--- src/rtl/axis_pkt_stat_if.sv ---
// AXI-Stream beat bundle used on both sides of axis_pkt_stat.
// master drives the beat, slave returns tready.
interface axis_pkt_stat_if #(
  parameter int DATA_WIDTH = 512,
  parameter int KEEP_WIDTH = DATA_WIDTH / 8
);
  logic                  tvalid;
  logic                  tready;
  logic [DATA_WIDTH-1:0] tdata;
  logic [KEEP_WIDTH-1:0] tkeep;
  logic                  tlast;

  modport master (output tvalid, tdata, tkeep, tlast, input tready);
  modport slave  (input tvalid, tdata, tkeep, tlast, output tready);
endinterface

--- src/rtl/axis_pkt_stat.sv ---
// 2-entry skid-buffered AXIS pass-through with per-packet byte length
// strobe and clearable packet/byte totals.
module axis_pkt_stat #(
  parameter int DATA_WIDTH  = 512,
  parameter int KEEP_WIDTH  = DATA_WIDTH / 8,
  parameter int LEN_WIDTH   = 16,
  parameter int CNT_WIDTH   = 32,
  parameter int MAX_PKT_LEN = 9216
) (
  input  logic                 aclk,
  input  logic                 areset,
  axis_pkt_stat_if.slave       s_axis,
  axis_pkt_stat_if.master      m_axis,
  input  logic                 clear_stats,
  output logic                 stat_valid,
  output logic [LEN_WIDTH-1:0] stat_len,
  output logic                 stat_oversize,
  output logic [CNT_WIDTH-1:0] stat_pkt_count,
  output logic [CNT_WIDTH-1:0] stat_byte_count
);
  localparam int BB_W  = $clog2(KEEP_WIDTH + 1);
  localparam int SUM_W = LEN_WIDTH + 1;

  typedef struct packed {
    logic [DATA_WIDTH-1:0] data;
    logic [KEEP_WIDTH-1:0] keep;
    logic                  last;
  } beat_t;

  beat_t in_beat, out_q, skid_q;
  logic  out_vld, skid_vld, rdy_q;
  logic  accept, load_out;

  assign in_beat = '{data: s_axis.tdata, keep: s_axis.tkeep, last: s_axis.tlast};

  // rdy_q is a flop; the reset gate only keeps tready low while reset is held.
  assign s_axis.tready = rdy_q & ~areset;
  assign accept        = s_axis.tvalid & s_axis.tready;
  assign load_out      = ~out_vld | m_axis.tready;

  assign m_axis.tvalid = out_vld;
  assign m_axis.tdata  = out_q.data;
  assign m_axis.tkeep  = out_q.keep;
  assign m_axis.tlast  = out_q.last;

  always_ff @(posedge aclk) begin
    if (areset) begin
      out_vld  <= 1'b0;
      skid_vld <= 1'b0;
      rdy_q    <= 1'b1;
    end else if (load_out) begin
      out_vld  <= skid_vld | accept;
      skid_vld <= 1'b0;
      rdy_q    <= 1'b1;
    end else if (accept) begin
      skid_vld <= 1'b1;
      rdy_q    <= 1'b0;
    end
  end

  // Skid is only ever filled while empty, so accept and skid_vld never coincide.
  always_ff @(posedge aclk) begin
    if (load_out && (skid_vld || accept))
      out_q <= skid_vld ? skid_q : in_beat;
    if (!load_out && accept)
      skid_q <= in_beat;
  end

  function automatic logic [BB_W-1:0] popcount(input logic [KEEP_WIDTH-1:0] k);
    logic [BB_W-1:0] n;
    n = '0;
    for (int i = 0; i < KEEP_WIDTH; i++) n = n + BB_W'(k[i]);
    return n;
  endfunction

  logic [LEN_WIDTH-1:0] acc, total;
  logic [SUM_W-1:0]     sum;
  logic                 done, over;

  always_comb begin
    sum   = {1'b0, acc} + SUM_W'(popcount(s_axis.tkeep));
    total = sum[LEN_WIDTH] ? '1 : sum[LEN_WIDTH-1:0];
    done  = accept & s_axis.tlast;
    over  = 64'(total) > 64'(MAX_PKT_LEN);
  end

  always_ff @(posedge aclk) begin
    if (areset) begin
      acc             <= '0;
      stat_valid      <= 1'b0;
      stat_len        <= '0;
      stat_oversize   <= 1'b0;
      stat_pkt_count  <= '0;
      stat_byte_count <= '0;
    end else begin
      stat_valid <= done;
      if (accept) begin
        if (s_axis.tlast) begin
          acc           <= '0;
          stat_len      <= total;
          stat_oversize <= over;
        end else begin
          acc <= total;
        end
      end
      // Clear wins over the old totals but still counts a packet finishing now.
      if (clear_stats) begin
        stat_pkt_count  <= done ? CNT_WIDTH'(1) : '0;
        stat_byte_count <= done ? CNT_WIDTH'(total) : '0;
      end else if (done) begin
        stat_pkt_count  <= stat_pkt_count + CNT_WIDTH'(1);
        stat_byte_count <= stat_byte_count + CNT_WIDTH'(total);
      end
    end
  end
endmodule
--- src/flat_wrapper.sv ---
// flat-port wrapper written by rule: the top's interface ports become plain ports
module axis_pkt_stat_flat 
#(
  parameter int DATA_WIDTH  = 512,
  parameter int KEEP_WIDTH  = DATA_WIDTH / 8,
  parameter int LEN_WIDTH   = 16,
  parameter int CNT_WIDTH   = 32,
  parameter int MAX_PKT_LEN = 9216
)
  (aclk, areset, clear_stats, stat_valid, stat_len, stat_oversize, stat_pkt_count, stat_byte_count, s_axis_tvalid, s_axis_tdata, s_axis_tkeep, s_axis_tlast, s_axis_tready, m_axis_tvalid, m_axis_tdata, m_axis_tkeep, m_axis_tlast, m_axis_tready);
  axis_pkt_stat_if #(.DATA_WIDTH(DATA_WIDTH), .KEEP_WIDTH(KEEP_WIDTH)) s_axis_i ();
  axis_pkt_stat_if #(.DATA_WIDTH(DATA_WIDTH), .KEEP_WIDTH(KEEP_WIDTH)) m_axis_i ();
  input  logic aclk;
  input  logic areset;
  input  logic clear_stats;
  output logic stat_valid;
  output logic [LEN_WIDTH-1:0] stat_len;
  output logic stat_oversize;
  output logic [CNT_WIDTH-1:0] stat_pkt_count;
  output logic [CNT_WIDTH-1:0] stat_byte_count;
  input wire logic [$bits(s_axis_i.tvalid)-1:0] s_axis_tvalid;
  input wire logic [$bits(s_axis_i.tdata)-1:0] s_axis_tdata;
  input wire logic [$bits(s_axis_i.tkeep)-1:0] s_axis_tkeep;
  input wire logic [$bits(s_axis_i.tlast)-1:0] s_axis_tlast;
  output wire logic [$bits(s_axis_i.tready)-1:0] s_axis_tready;
  output wire logic [$bits(m_axis_i.tvalid)-1:0] m_axis_tvalid;
  output wire logic [$bits(m_axis_i.tdata)-1:0] m_axis_tdata;
  output wire logic [$bits(m_axis_i.tkeep)-1:0] m_axis_tkeep;
  output wire logic [$bits(m_axis_i.tlast)-1:0] m_axis_tlast;
  input wire logic [$bits(m_axis_i.tready)-1:0] m_axis_tready;
  assign s_axis_i.tvalid = s_axis_tvalid;
  assign s_axis_i.tdata = s_axis_tdata;
  assign s_axis_i.tkeep = s_axis_tkeep;
  assign s_axis_i.tlast = s_axis_tlast;
  assign s_axis_tready = s_axis_i.tready;
  assign m_axis_tvalid = m_axis_i.tvalid;
  assign m_axis_tdata = m_axis_i.tdata;
  assign m_axis_tkeep = m_axis_i.tkeep;
  assign m_axis_tlast = m_axis_i.tlast;
  assign m_axis_i.tready = m_axis_tready;
  axis_pkt_stat #(.DATA_WIDTH(DATA_WIDTH), .KEEP_WIDTH(KEEP_WIDTH), .LEN_WIDTH(LEN_WIDTH), .CNT_WIDTH(CNT_WIDTH), .MAX_PKT_LEN(MAX_PKT_LEN)) u_core (.aclk(aclk), .areset(areset), .s_axis(s_axis_i), .m_axis(m_axis_i), .clear_stats(clear_stats), .stat_valid(stat_valid), .stat_len(stat_len), .stat_oversize(stat_oversize), .stat_pkt_count(stat_pkt_count), .stat_byte_count(stat_byte_count));
endmodule
--- config.mk ---
export PLATFORM = sky130hd
export DESIGN_NAME = axis_pkt_stat_flat
export DESIGN_NICKNAME = d
export VERILOG_FILES = /design/src/rtl/axis_pkt_stat_if.sv /design/src/rtl/axis_pkt_stat.sv /design/src/flat_wrapper.sv
export SDC_FILE = /design/constraint.sdc
export NUM_CORES = 1
export LEC_CHECK = 0
export CORE_AREA = 3 3 482 484
export DETAILED_ROUTE_END_ITERATION = 8
export DIE_AREA = 0 0 485 487
export PLACE_DENSITY = 0.38
export SYNTH_ARGS = -nofsm -noshare
export SYNTH_HDL_FRONTEND = slang
export SYNTH_SLANG_ARGS = --single-unit
--- constraint.sdc ---
create_clock -name aclk -period 46.3 [get_ports aclk]
set_input_delay 9.26 -clock aclk [delete_from_list [all_inputs] [get_ports aclk]]
set_output_delay 9.26 -clock aclk [all_outputs]
set_load 0.01 [all_outputs]
After elaboration in Yosys (flattened, before gate mapping)
Index checks and enable logic that the tools add are counted.

cells by class
  add/subtract/negate cells = 66
  magnitude comparators = 1
  multiplexer cells = 9
  bitwise logic cells = 7
  reductions and logical operators = 7

operator list
  operator                 number
  $mux W577                1
  $add A7 B1 Y7            62
  $mux W32                 4
  $mux W16                 3
  $add A32 B1 Y32 const B  1
  $add A32 B16 Y32         1
  $add A16 B7 Y17          1
  $gt A16 B14 Y1 const B   1
  $and A1 B1 Y1            3
  $add A1 B1 Y2            1
  $logic_and A1 B1 Y1      2
  $not A1 Y1               2
  $or A1 B1 Y1             2
  $reduce_and A2 Y1        1
  $reduce_bool A2 Y1       1
  $reduce_or A2 Y1         1
  $logic_not A1 Y1         1
  $logic_or A1 B1 Y1       1
  $mux W1                  1

word-level totals
  register bits = 1,255
  input port bits = 582
  output and inout bits = 661
  logic and storage cells = 105

Depth between registers and ports, before layout
Gate-level depths: netlist of run 1.

  depth after elaboration = 68
  depth in mapped cells = 37
  depth with buffers taken out = 36

Least setup slack after synthesis of run 1
Ideal clock, no wire load.

  kind = input port to flip-flop
  start point = input areset
  end point = register u_core.out_q (netlist bit u_core.m_axis.tdata[0]) (enable)
  setup time = 1,595 ps
  arrival time = 34,830 ps
  data required time = 44,705 ps
  setup slack = 9,875 ps
  cell stages on the path = 3
  buffers on the path = 0
  path through = nor2b_4 -> a21oi_1 -> nor2b_1

on the way
  cells in the longest elaborated chain, start to end = 5

RTL lines
  element               line                 text
  from (decl)           flat_wrapper.sv:14   input logic areset;
  $not A1 Y1            axis_pkt_stat.sv:37  assign s_axis.tready = rdy_q & ~areset;
  $and A1 B1 Y1         axis_pkt_stat.sv:37
  $and A1 B1 Y1         axis_pkt_stat.sv:38  assign accept = s_axis.tvalid & s_axis.tready;
  $logic_or A1 B1 Y1    axis_pkt_stat.sv:63  if (load_out && (skid_vld || accept))
  $logic_and A1 B1 Y1   axis_pkt_stat.sv:63
  to (signal assigned)  axis_pkt_stat.sv:64  out_q <= skid_vld ? skid_q : in_beat;
  to (decl)             axis_pkt_stat.sv:30  beat_t in_beat, out_q, skid_q;

Every way passes these cells.
A chain may end at the register's enable or synchronous reset.

Worst setup path in the final report of run 1
  start point = input areset
  end point = output s_axis_tready

on the way
  cells in the longest elaborated chain, start to end = 2

RTL lines
  element        line                 text
  $not A1 Y1     axis_pkt_stat.sv:37
  $and A1 B1 Y1  axis_pkt_stat.sv:37
  to (decl)      flat_wrapper.sv:25   output wire logic [$bits(s_axis_i.tready)-1:0] s_axis_tready;

Every way passes these cells.

==> impl_metrics.env, run 1 <==
export IMPL_status="complete, no violations"
export IMPL_arrival_ns=10.46
export IMPL_vdd_ir_drop_worst_mv=0.184
export IMPL_multi_input_area_sq_um=11300
export IMPL_htreeDepth=4
export IMPL_crit_path_end_kind="primary output"
export IMPL_p_per_area_nw_per_um2=57.7
export IMPL_synthCells=2719
export IMPL_slew_violations=0
export IMPL_holdPathStages=2
export IMPL_grt_remaining_overflow=0
export IMPL_clock_skew_final_ns=0.0485
export IMPL_vias_per_cell=4.04
export IMPL_cts_resized_gates=0
export IMPL_synth_warnings=0
export IMPL_grt_max_degree=158
export IMPL_clkPwrFrac_pct=29.6
export IMPL_routedWlPerCell_um=25.4
export IMPL_regArea_sq_um=36700
export IMPL_yosysSeqAreaShare_pct=75.2
export IMPL_routabilityCongestion=0.798
export IMPL_synth_seq_cells=1255
export IMPL_area_growth_pct=43.4
export IMPL_clk_pin_slew_worst_paths_ns=0.05
export IMPL_port_buffers=1242
export IMPL_drive_gt1_share_pct=19.7
export IMPL_synth_most_common_cell="edfxtp_1"
export IMPL_clkSinkCount=1255
export IMPL_ctsRootBufferMaster="clkbuf_16"
export IMPL_maxCapViolCount=0
export IMPL_postCtsSetupBuffers=0
export IMPL_intPower_mw=2.59
export IMPL_r2r_slack_ns=40.04
export IMPL_min_to="u_core.stat_len[6]"
export IMPL_ys_top_cells_by_area="edfxtp_1 71%, mux2_2 13%, dfxtp_1 4.1%"
export IMPL_grt_usage_pct=15.0
export IMPL_start_util_pct=21.4
export IMPL_die_area_sq_um=236000
export IMPL_cts_buffer_depth=3
export IMPL_start_kind="primary input"
export IMPL_tightest_slew_ns=1.03
export IMPL_rows=175
export IMPL_vias=29100
export IMPL_cts_tree="yes"
export IMPL_critPathMaxStageDelay_ns=0.56
export IMPL_hold_path_class="reg2reg"
export IMPL_slowest_stage="buf_2"
export IMPL_rr_endpoint="u_core.skid_q[482]"
export IMPL_rr_startpoint="u_core.rdy_q"
export IMPL_syn_area_sq_um=48800
export IMPL_io_pins=1243
export IMPL_syn_avg_cell_area_sq_um=17.9
export IMPL_fillCellCount=22600
export IMPL_tns_ns=0
export IMPL_finalCritPeriodShare_pct=42.6
export IMPL_cp_required_ns=37.04
export IMPL_max_freq_mhz=50.7
export IMPL_post_route_min_period_ns=19.72
export IMPL_swShare_pct=35.8
export IMPL_setup_viol=0
export IMPL_leakage_nw=23.1
export IMPL_drtIter0Drc=1606
export IMPL_rsz0062_at_grt="no"
export IMPL_crit_path_max_fanout=30
export IMPL_fin_util_pct=30.7
export IMPL_die_h_um=487
export IMPL_clk_latency_ns=0.78
export IMPL_synth_top_cell_by_area="edfxtp_1"
export IMPL_comb_power_share_pct=38.4
export IMPL_grt_pass1_wl_um=251000
export IMPL_drtPass1Iterations=4
export IMPL_worstHoldStart="u_core.stat_len[6]"
export IMPL_post_dp_hpwl_um=137000
export IMPL_ys_types=72
export IMPL_r2r_worst_path_cells=8
export IMPL_drc=0
export IMPL_die_w_um=485
export IMPL_worstPathCellList="buf_2 > nor2b_4 > clkdlybuf4s50_1"
export IMPL_core_area_sq_um=228000
export IMPL_synth_common_cells="1154 x edfxtp_1, 544 x mux2_2, 128 x nand2_1"
export IMPL_switching_power_mw=1.44
export IMPL_ant_nets=0
export IMPL_setup_worst_path_class="in2out"
export IMPL_sequentialPowerShare_pct=32.0
export IMPL_ctsHoldBuffers=0
export IMPL_cts_buffers=157
export IMPL_async_flop_share_pct=0
export IMPL_routed_wl_um=184000
export IMPL_antenna_found_initial=112
export IMPL_synth_top_area_share_pct=71.1
export IMPL_finalNonFillerCells=7216
export IMPL_synth_fp_nets=3397
export IMPL_relSlewSlack_pct=31.6
export IMPL_layout_nets=4734
export IMPL_place_inst=6906
export IMPL_hold_viol=0
export IMPL_synthFlopType="edfxtp_1"
export IMPL_first_global_vias=29900
export IMPL_synth_edf_count=1154
## metrics by stage
stage	hold WS (ns)	area, sq um	worst slack (ns)	power, mW
after floorplan	0.436	48800	9.88	2.42
after global placement	0.448	64900	26.57	2.86
after detailed placement	0.449	64900	26.54	2.86
after CTS	0.460	69900	26.54	4.10
after global routing	0.476	69900	26.50	4.33
final	0.457	69900	26.58	4.03
## worst max-delay path: cells and delay by family
kind                   cells  cell delay (ns)
buffers and inverters      2             1.07
AND/OR/NAND/NOR            1             0.12
## flip-flops by register name (all words and copies together) (netlist names)
signal and cells:
u_core.skid_q 577, u_core.m_axis.tdata 512, u_core.stat_valid 1, u_core.acc 16, u_core.skid_vld 1, u_core.m_axis.tlast 1, u_core.stat_len 16, u_core.stat_oversize 1
u_core.rdy_q 1, u_core.m_axis.tkeep 64, u_core.m_axis.tvalid 1, u_core.stat_byte_count 32, u_core.stat_pkt_count 32
## worst max-delay path by stage
stage | start | endpoint | slack, ns | depth (start not counted)
floorplan | areset | u_core.m_axis.tdata[0] | 9.88 | 3
global placement | areset | s_axis_tready | 26.57 | 3
detailed placement | areset | s_axis_tready | 26.54 | 3
CTS | areset | s_axis_tready | 26.54 | 3
global route | areset | s_axis_tready | 26.50 | 3
finish | areset | s_axis_tready | 26.58 | 3
## area by class of cell
class                      instances  share of cell area, %
antenna                           19                 0.0680
clock buffer                     199                   5.94
clock inverter                    92                   1.20
inverter                         113                  0.607
multi-input combinational       1252                   16.1
sequential                      1255                   52.5
tap                             3009                   5.38
timing repair buffer            1277                   18.2
## placed cells by master, fill, tap and decap left out, types with 5 or more instances in the layout
master           instances
xnor2_1                 23
diode_2                 19
nand4_1                 14
ha_1                    40
o21ai_0                 75
o21a_1                   6
or4_1                    5
o211ai_1                 7
and4_1                   8
a22oi_1                 16
nor4_1                   7
dfxtp_1                100
nand2_1                128
nor2b_1                  5
nor2_1                  74
buf_4                   32
clkinv_16                6
clkinv_2                32
clkinvlp_4               8
fa_1                    56
a221oi_1                 5
and3_1                  10
xor2_1                  19
clkinv_1                30
nor3_1                   8
o31ai_1                  7
a21o_1                  12
mux2i_1                 10
or3_1                   13
edfxtp_1              1154
clkbuf_1                39
bufinv_16                7
nand3_1                 25
clkbuf_16              160
nand2b_1                 7
mux2_2                 544
a211oi_1                11
inv_1                  111
a21oi_1                 60
clkdlybuf4s50_1       1241
## per-layer routing
layer	wire, um	GRT usage [%]	vias to the layer above
met2	87100	24.8	1030
met3	20000	7.84	343
met5	622	0	-
met4	3730	3.12	92
met1	72200	17.3	14500
li1	-	-	13200
## power by group through the flow
stage	combinational [mW]	sequential (mW)	clock, mW
3_5_place_dp	1.54	1.31	0
4_1_cts	1.57	1.29	1.24
5_1_grt	1.75	1.29	1.28
2_1_floorplan	1.06	1.36	0
3_3_place_gp	1.55	1.31	0
6_report	1.55	1.29	1.19
## cell families after synthesis
kind of cell,share of synthesized area (%)
mux,12.8
simple gates,3.23
buf+inv,1.67
flops,75.2
xor+xnor,0.754
fa+ha+maj,3.33
compound gates,3.04
No activity file was read; power rests on OpenSTA's default activity.
==> run 2: changes to the inputs <==
==> constraint.sdc (replaced) <==
create_clock -name aclk -period 18.72 [get_ports aclk]
set_input_delay 3.744 -clock aclk [delete_from_list [all_inputs] [get_ports aclk]]
set_output_delay 3.744 -clock aclk [all_outputs]
set_load 0.01 [all_outputs]
==> run 2 against run 1 <==
Register-to-register slack worse by 26 ns. Total power increased by 150%. First-iteration DRC count fell by 1.1%. Critical path depth increased by 30. Clock power is 150% higher.
==> impl_metrics.env, run 2 (synthesis gave the netlist of run 1 again) <==
export IMPL_finalCritPeriodShare_pct=70.6
export IMPL_cts_resized_gates=0
export IMPL_routabilityCongestion=0.804
export IMPL_critPathMaxStageDelay_ns=0.62
export IMPL_setup_worst_path_class="in2reg"
export IMPL_crit_family="adder cells"
export IMPL_hold_path_class="reg2reg"
export IMPL_fillCellCount=22600
export IMPL_cp_required_ns=19.39
export IMPL_setup_viol=0
export IMPL_finalNonFillerCells=7197
export IMPL_regArea_sq_um=36700
export IMPL_arrival_ns=13.88
export IMPL_drtIter0Drc=1589
export IMPL_clk_pin_slew_worst_paths_ns=0.06
export IMPL_swShare_pct=35.9
export IMPL_tightest_slew_ns=1.32
export IMPL_ctsHoldBuffers=0
export IMPL_start_kind="primary input"
export IMPL_post_route_min_period_ns=13.21
export IMPL_switching_power_mw=3.57
export IMPL_maxCapViolCount=0
export IMPL_die_w_um=485
export IMPL_rows=175
export IMPL_max_freq_mhz=75.7
export IMPL_grt_max_degree=152
export IMPL_drtPass1Iterations=5
export IMPL_place_area_sq_um=64900
export IMPL_fin_ws_ns=5.51
export IMPL_grt_remaining_overflow=0
export IMPL_vias=29200
export IMPL_clkPwrFrac_pct=29.6
export IMPL_layout_nets=4727
export IMPL_grt_usage_pct=15.3
export IMPL_p_total_mw=9.95
export IMPL_core_area_sq_um=228000
export IMPL_leakage_nw=23.0
export IMPL_rsz0062_at_grt="no"
export IMPL_htreeDepth=4
export IMPL_clkSinkCount=1255
export IMPL_status="complete, no violations"
export IMPL_sequentialPowerShare_pct=32.1
export IMPL_crit_path_max_fanout=14
export IMPL_die_h_um=487
export IMPL_clk_latency_ns=0.80
export IMPL_comb_power_share_pct=38.3
export IMPL_hold_slack_ns=0.453
export IMPL_p_per_area_nw_per_um2=142
export IMPL_relSlewSlack_pct=12.0
export IMPL_slew_violations=0
export IMPL_ctsRootBufferMaster="clkbuf_16"
export IMPL_clock_skew_final_ns=0.0695
export IMPL_port_buffers=1242
export IMPL_design_area_sq_um=69800
export IMPL_cts_tree="yes"
export IMPL_cts_buffer_depth=3
export IMPL_ant_nets=0
export IMPL_postCtsSetupBuffers=0
export IMPL_grt_pass1_wl_um=255000
export IMPL_crit_top_cell="fa_1"
export IMPL_pre_cts_ws_ns=4.77
export IMPL_routed_wl_um=187000
export IMPL_tns_ns=0
export IMPL_slowest_stage="fa_1"
export IMPL_crit_path_end_kind="flop"
export IMPL_vias_per_cell=4.05
export IMPL_hold_viol=0
export IMPL_vdd_ir_drop_worst_mv=0.503
export IMPL_cp_buffers_inverters=7
export IMPL_post_dp_hpwl_um=140000
export IMPL_die_area_sq_um=236000
export IMPL_io_pins=1243
export IMPL_fin_util_pct=30.7
export IMPL_cts_buffers=156
export IMPL_start_util_pct=21.4
export IMPL_multi_input_area_sq_um=11300
export IMPL_antenna_found_initial=108
export IMPL_drc=0
export IMPL_routedWlPerCell_um=26.0
export IMPL_intPower_mw=6.38
export IMPL_first_global_vias=29600
export IMPL_area_growth_pct=43.2
export IMPL_layout_common_cells="1241 x clkdlybuf4s50_1, 1154 x edfxtp_1, 544 x mux2_2"
export IMPL_largest_register="u_core.skid_q"
export IMPL_drive_gt1_share_pct=19.2
export IMPL_layout_commonest_cell="clkdlybuf4s50_1"
export IMPL_place_inst=6900
export IMPL_largest_reg_flops=577
-- run 2: changes by cell type in the layout (fill, tap and decap cells not counted) --
cell | before | now
clkinv_1 | 30 | 27
clkinv_2 | 32 | 20
inv_6 | 3 | 1
diode_2 | 19 | 17
inv_16 | 1 | 4
buf_4 | 32 | 23
clkinv_4 | 2 | 1
clkinv_16 | 6 | 7
clkbuf_16 | 160 | 156
clkbuf_1 | 39 | 49
clkbuf_8 | 0 | 2
clkinvlp_4 | 8 | 3
buf_12 | 3 | 6
-- run 2: worst paths after layout --
| check | from | endpoint | slack (ns) | cells past startpoint |
|---|---|---|---|---|
| hold / removal | u_core.stat_len[12] | u_core.stat_len[12] | 0.45 | 2 |
| setup / recovery | s_axis_tkeep[48] | u_core.stat_byte_count[31] | 5.51 | 33 |
| setup reg to reg | u_core.skid_vld | u_core.m_axis.tdata[363] | 13.84 | 5 |
| hold reg to reg | u_core.stat_len[12] | u_core.stat_len[12] | 0.45 | 2 |
-- run 2: cell type report --
class / count / share of cell area (%)
tap: 3009 / 5.39
clock buffer: 207 / 5.89
timing repair buffer: 1271 / 18.2
sequential: 1255 / 52.5
clock inverter: 73 / 1.13
antenna: 17 / 0.0609
multi-input combinational: 1252 / 16.2
inverter: 113 / 0.607
-- run 2: tightest hold or removal path, cell delays in order, from the launching register on --
cell	delay, ns
dfxtp_1	0.30
nand2_1	0.05
a21oi_1	0.05
-- run 2: power groups by stage --
stage	Sequential, mW	Clock [mW]	Combinational (mW)
detailed placement	3.25	0	3.78
CTS	3.19	3.07	3.85
finish	3.19	2.94	3.81
floorplan	3.30	0	2.62
global placement	3.25	0	3.81
global route	3.20	3.17	4.30
-- run 2: metal layers --
metal | up-vias | track usage (%) | part of all wire [%]
li1 | 13100 | - | -
met1 | 14500 | 18.3 | 40
met2 | 1108 | 25.1 | 47
met3 | 326 | 6.94 | 9.9
met4 | 54 | 3.49 | 2.3
met5 | - | 0 | 0.18
==> patch 1, RTL diff (flow settings as in run 2) <==
Reset style: asynchronous (`areset`), changed in 2 clocked blocks.
--- a/src/rtl/axis_pkt_stat.sv
+++ b/src/rtl/axis_pkt_stat.sv
@@ -44,5 +44,5 @@
   assign m_axis.tlast  = out_q.last;
 
-  always_ff @(posedge aclk) begin
+  always_ff @(posedge aclk or posedge areset) begin
     if (areset) begin
       out_vld  <= 1'b0;
@@ -85,5 +85,5 @@
   end
 
-  always_ff @(posedge aclk) begin
+  always_ff @(posedge aclk or posedge areset) begin
     if (areset) begin
       acc             <= '0;
Check against the original RTL: not settled (the Yosys comparison gave no result); the edit may change what the design does.
==> patch 1 against run 2 <==
- utilization is essentially flat
- cell count shrank 0.58%
- register-to-register slack worse by 650 ps
- fmax fell by 3.4%
- area after synthesis up 0.20%
- critical path depth is 6 higher
- wire length fell by 0.55%
- design area grew 0.10%
- sequential share of layout area up 0.67 points
- via count shrank 1.5%
- first-iteration DRC count grew 6.2%
- worst setup slack worse by 460 ps
- sequential cell count did not move
- power is 12% higher
- critical endpoint is now u_core.stat_byte_count[22]
- highest routed layer unchanged
==> patch 1: results (changes against run 2) <==
| Metric | Value |
|---|---|
| Cells after synthesis | 2665 (-2.0%) |
| HP Start | u_core.stat_len[12] |
| ANT cells | 22 (+5) |
| Met3 wire length | 20100 µm (+8.7%) |
| Fin Clk Skew | 37.4 ps (-32.1 ps) |
| RePlAce Congestion | 0.801 (-0.27%) |
| GR met2 Demand/Resource | 0.243 (-0.00852) |
| Worst Hold End | u_core.stat_len[12] |
| Area share of fa/ha/maj cells after synthesis | 0.0332 (-0.0000647) |
| Register area share after synthesis | 0.761 (+0.00891) |
| Total clock buffers created by CTS | 155 (-0.64%) |
| Met2 wire len | 86000 µm (-3.0%) |
| Placed insts | 6855 (-0.65%) |
| Outcome | finished, final reports clean |
| Clock-cell share of area | 0.0691 (-0.00120) |
| Layout Nets | 4681 (-0.97%) |
| Initial DRC count | 1687 (+6.2%) |
| Worst reg2reg setup slack | 13190 ps (-650 ps) |
| Crit Reg-Reg Endpoint | u_core.m_axis.tdata[109] |
| Distinct cell type count after synthesis | 70 (-2.8%) |
| Initial antenna violation count | 104 (-3.7%) |
| Worst Reg-to-Reg Cells | 6 (+1) |
| Worst VDD drop | 531 µV (+5.7%) |
| Post-Synth XOR/XNOR Area | 0.00932 (+0.00178) |
| Final wirelength | 186000 µm (-0.55%) |
| Multi-input comb cells | 1200 (-4.2%) |
| Inverter count | 120 (+6.2%) |
| Total Routing Usage GR | 0.152 (-0.000856) |
| R2R Path Start | u_core.skid_vld |
| Sequential share of cell area | 0.532 (+0.00671) |
| Layout cell share with drive strength beyond 1 | 0.190 (-0.00169) |
| M1 WL | 74200 µm (-1.5%) |
| PnR worst setup slack | 5040 ps (-464 ps) |
| Area of the multi-input gates | 10900 µm² (-3.5%) |
| Leakage power | 0.0236 µW (+2.8%) |
| Final non-clock buffer share | 0.182 (-0.000189) |
| Crit Path Max Fanout | 15 (+1) |
| Compound-Gate Fraction of Synth Area | 0.0223 (-0.00808) |
| Place WS | 4360 ps (-407 ps) |
| Synthesized net count | 3343 (-1.6%) |
| Cell area after layout | 69900 µm² (+0.10%) |
| Slew margin rel. | 0.252 (+0.132) |
| Largest net degree at the start of global routing | 137 (-9.9%) |
| Arrival @ worst endpoint | 14330 ps (+450 ps) |
| Met3 usage | 0.0791 (+0.00967) |
| Via count | 28.7k (-1.5%) |
| Fraction of registers with async set/reset | 0.0805 (+0.0805) |
| Most area-consuming cells after synthesis | edfxtp_1, mux2_2, dfrtp_1 |
| Final cell count without fillers | 7155 (-0.58%) |
| Number of clock buffers in the layout | 195 (-5.8%) |
| Number of global-route vias before repair | 29.7k (+0.29%) |
[patch 1: cell types whose count changed after synthesis, sizes merged, moves of 8 or more]
cell / run 2 / this run
a21oi: 61 / 39
o22ai: 1 / 11
dfrtp: 0 / 100
dfxtp: 101 / 0
o21ai: 79 / 89
xor2: 19 / 28
a22oi: 16 / 2
o211ai: 9 / 1
nor2b: 7 / 15
[patch 1: report_power, final]
part / total (µW) / internal (µW) / switching, µW
clock network: 2910 / 1650 / 1260
registers: 3300 / 3240 / 52.3
logic: 4940 / 2130 / 2810
total: 11100 / 7020 / 4120
[patch 1: worst max path at each step]
stage,startpoint,endpoint,cells after the start
finish,s_axis_tkeep[36],u_core.stat_byte_count[22],39
CTS,s_axis_tkeep[36],u_core.stat_byte_count[22],39
global placement,s_axis_tkeep[36],u_core.stat_byte_count[22],39
floorplan,areset,u_core.skid_q[0],4
global route,s_axis_tkeep[50],u_core.stat_byte_count[22],39
detailed placement,s_axis_tkeep[36],u_core.stat_byte_count[22],39
==> patch 2, RTL diff (flow settings as in run 2) <==
Without the edit above. `CNT_WIDTH` is set to 32 in 2 places; all go to 48.
--- a/src/rtl/axis_pkt_stat.sv
+++ b/src/rtl/axis_pkt_stat.sv
@@ -5,5 +5,5 @@
   parameter int KEEP_WIDTH  = DATA_WIDTH / 8,
   parameter int LEN_WIDTH   = 16,
-  parameter int CNT_WIDTH   = 32,
+  parameter int CNT_WIDTH   = 48,
   parameter int MAX_PKT_LEN = 9216
 ) (
--- a/src/flat_wrapper.sv
+++ b/src/flat_wrapper.sv
@@ -5,5 +5,5 @@
   parameter int KEEP_WIDTH  = DATA_WIDTH / 8,
   parameter int LEN_WIDTH   = 16,
-  parameter int CNT_WIDTH   = 32,
+  parameter int CNT_WIDTH   = 48,
   parameter int MAX_PKT_LEN = 9216
 )
Ports: changed (resized stat_byte_count and stat_pkt_count); port bits go from 1243 to 1275. The function was not compared with the original's and may differ.
==> patch 2 against run 2 <==
- global-route usage increased by 0.53 points
- worst setup slack worse by 270 ps
- highest routed layer unchanged
- wire length is 3.5% higher
- sequential cell count rose by 32
- area after synthesis rose by 3.0%
- power is 2.7% higher
- critical path type unchanged
- critical path depth grew 4
- critical endpoint is now u_core.stat_byte_count[44]
- design area increased by 2.8%
==> patch 2: results (changes against run 2) <==
| Metric | Value |
|---|---|
| Number of global-route vias before repair | 31.0k (+4.8%) |
| Slew @ Worst Pin | 1290 ps (-25.2 ps) |
| Fraction of registers with async set/reset | 0 (unchanged) |
| Arrival @ worst endpoint | 14170 ps (+290 ps) |
| Largest net degree at the start of global routing | 163 (+7.2%) |
| Warnings, synthesis | 0 (unchanged) |
| First-pass DRT Iterations | 4 (-1) |
| Post-cts resize count | 0 (unchanged) |
| Register area share after synthesis | 0.743 (-0.00924) |
| Crit Path Max Fanout | 10 (-4) |
| Synth Flop Type | edfxtp_1 |
| Cells after synthesis | 2904 (+6.8%) |
| Post-DP Area | 66600 µm² (+2.7%) |
| Initial DRC count | 1821 (+15%) |
| Initial antenna violation count | 124 (+15%) |
| Clk buf depth | 3 (unchanged) |
| First-pass GRT wire length | 263000 µm (+3.4%) |
| Layout Nets | 4937 (+4.4%) |
| Leakage power | 0.0237 µW (+3.0%) |
| Worst VDD drop | 310 µV (-38%) |
| Total Routing Usage GR | 0.158 (+0.00528) |
| HPWL after DPL | 144000 µm (+3.4%) |
| Max reg flops | 577 (unchanged) |
| Met2 wire len | 95000 µm (+7.2%) |
| Top cells by count, synth | edfxtp_1, mux2_2, nor2_1 |
| Drt wl/cell | 26.1 µm (+0.35%) |
| Most area-consuming cells after synthesis | edfxtp_1, mux2_2, dfxtp_1 |
| Synthesized net count | 3582 (+5.4%) |
| GR met2 Demand/Resource | 0.270 (+0.0190) |
| CP top delay family | adder cells |
| Met3 wire length | 17900 µm (-3.0%) |
| H-Tree Depth | 4 (unchanged) |
| Layout cell share with drive strength beyond 1 | 0.184 (-0.00767) |
| Port Buffers | 1274 (+2.6%) |
| Reg with most FFs | u_core.skid_q |
| Total clock buffers created by CTS | 159 (+1.9%) |
| Placed insts | 7107 (+3.0%) |
| Clk slew on worst S/H paths | 60 ps (about the same) |
| Post-CTS Setup Inserts | 0 (unchanged) |
| Clock root buffer master | clkbuf_16 |
| Crit-path max cell delay | 680 ps (+60 ps) |
| Fin Clk Skew | 33.4 ps (-36.1 ps) |
| Outcome | finished, final reports clean |
| Via count | 30.4k (+4.4%) |
| Setup TNS | 0 ps (unchanged) |
| Met3 usage | 0.0677 (-0.00171) |
| RePlAce Congestion | 0.810 (+0.77%) |
| Post-synth EDFFs | 1154 (unchanged) |
| GR Util met1 | 0.183 (+0.000662) |
| Max Used Layer | met5 |
| Clock latency on the worst-skew pair | 780 ps (-20 ps) |
| CP max-delay cell | fa_1 |
| Min-delay worst type | reg2reg |
| M1 WL | 76100 µm (+1.0%) |
| Vias/cell | 4.10 (+1.2%) |
| Distinct cell type count after synthesis | 75 (+4.2%) |
==> patch 2: changes by cell type in the layout (fill, tap and decap cells not counted), moves of 9 or more <==
cell | run 2 | this run
xnor2_1 | 23 | 32
nor2_1 | 74 | 133
nand3_1 | 25 | 41
dfxtp_1 | 100 | 132
clkdlybuf4s50_1 | 1241 | 1273
xor2_1 | 19 | 45
==> patch 2: path summary, 6_finish.rpt <==
| check | start | endpoint | slack, ps | cells after the start |
|---|---|---|---|---|
| hold / removal | u_core.stat_len[2] | u_core.stat_len[2] | 460 | 2 |
| hold reg to reg | u_core.stat_len[2] | u_core.stat_len[2] | 460 | 2 |
| setup reg to reg | u_core.skid_vld | u_core.m_axis.tdata[330] | 13940 | 6 |
| setup / recovery | s_axis_tkeep[0] | u_core.stat_byte_count[44] | 5240 | 37 |
==> patch 2: final cells by class <==
type                    count  area, µm²
diodes                     23       57.6
clock buffers             209       4240
clock inverters            81        823
fillers                 22600     156000
inverters                 117        439
multi-input cells        1392      12100
flip-flops and latches   1287      37300
well taps                3009       3760
repair buffers           1302      13000
==> patch 2: where the power goes <==
group,internal [µW],switching [µW]
clock network,1750,1290
logic,1620,2290
registers,3230,27.5
total,6600,3610
==> patch 2: stage by stage <==
step / total power, µW / worst slack (ps)
after detailed placement: 7250 / 4450
after global placement: 7210 / 4500
after floorplan: 6030 / 5170
after CTS: 10400 / 5290
after global routing: 10900 / 4620
final: 10200 / 5240
==> patch 2: kinds of logic (layout without fill, tap and decap cells) <==
group	after synthesis	count (layout)	synth area share
other	0	23	0
and+or+nand+nor	443	443	0.0430
muxes	543	543	0.122
buffers and inverters	225	1709	0.0170
xor gates and xnor gates	77	77	0.0134
AOI/OAI and AO/OA	233	233	0.0298
adders and majority gates	96	96	0.0323
DFF	1287	1287	0.743
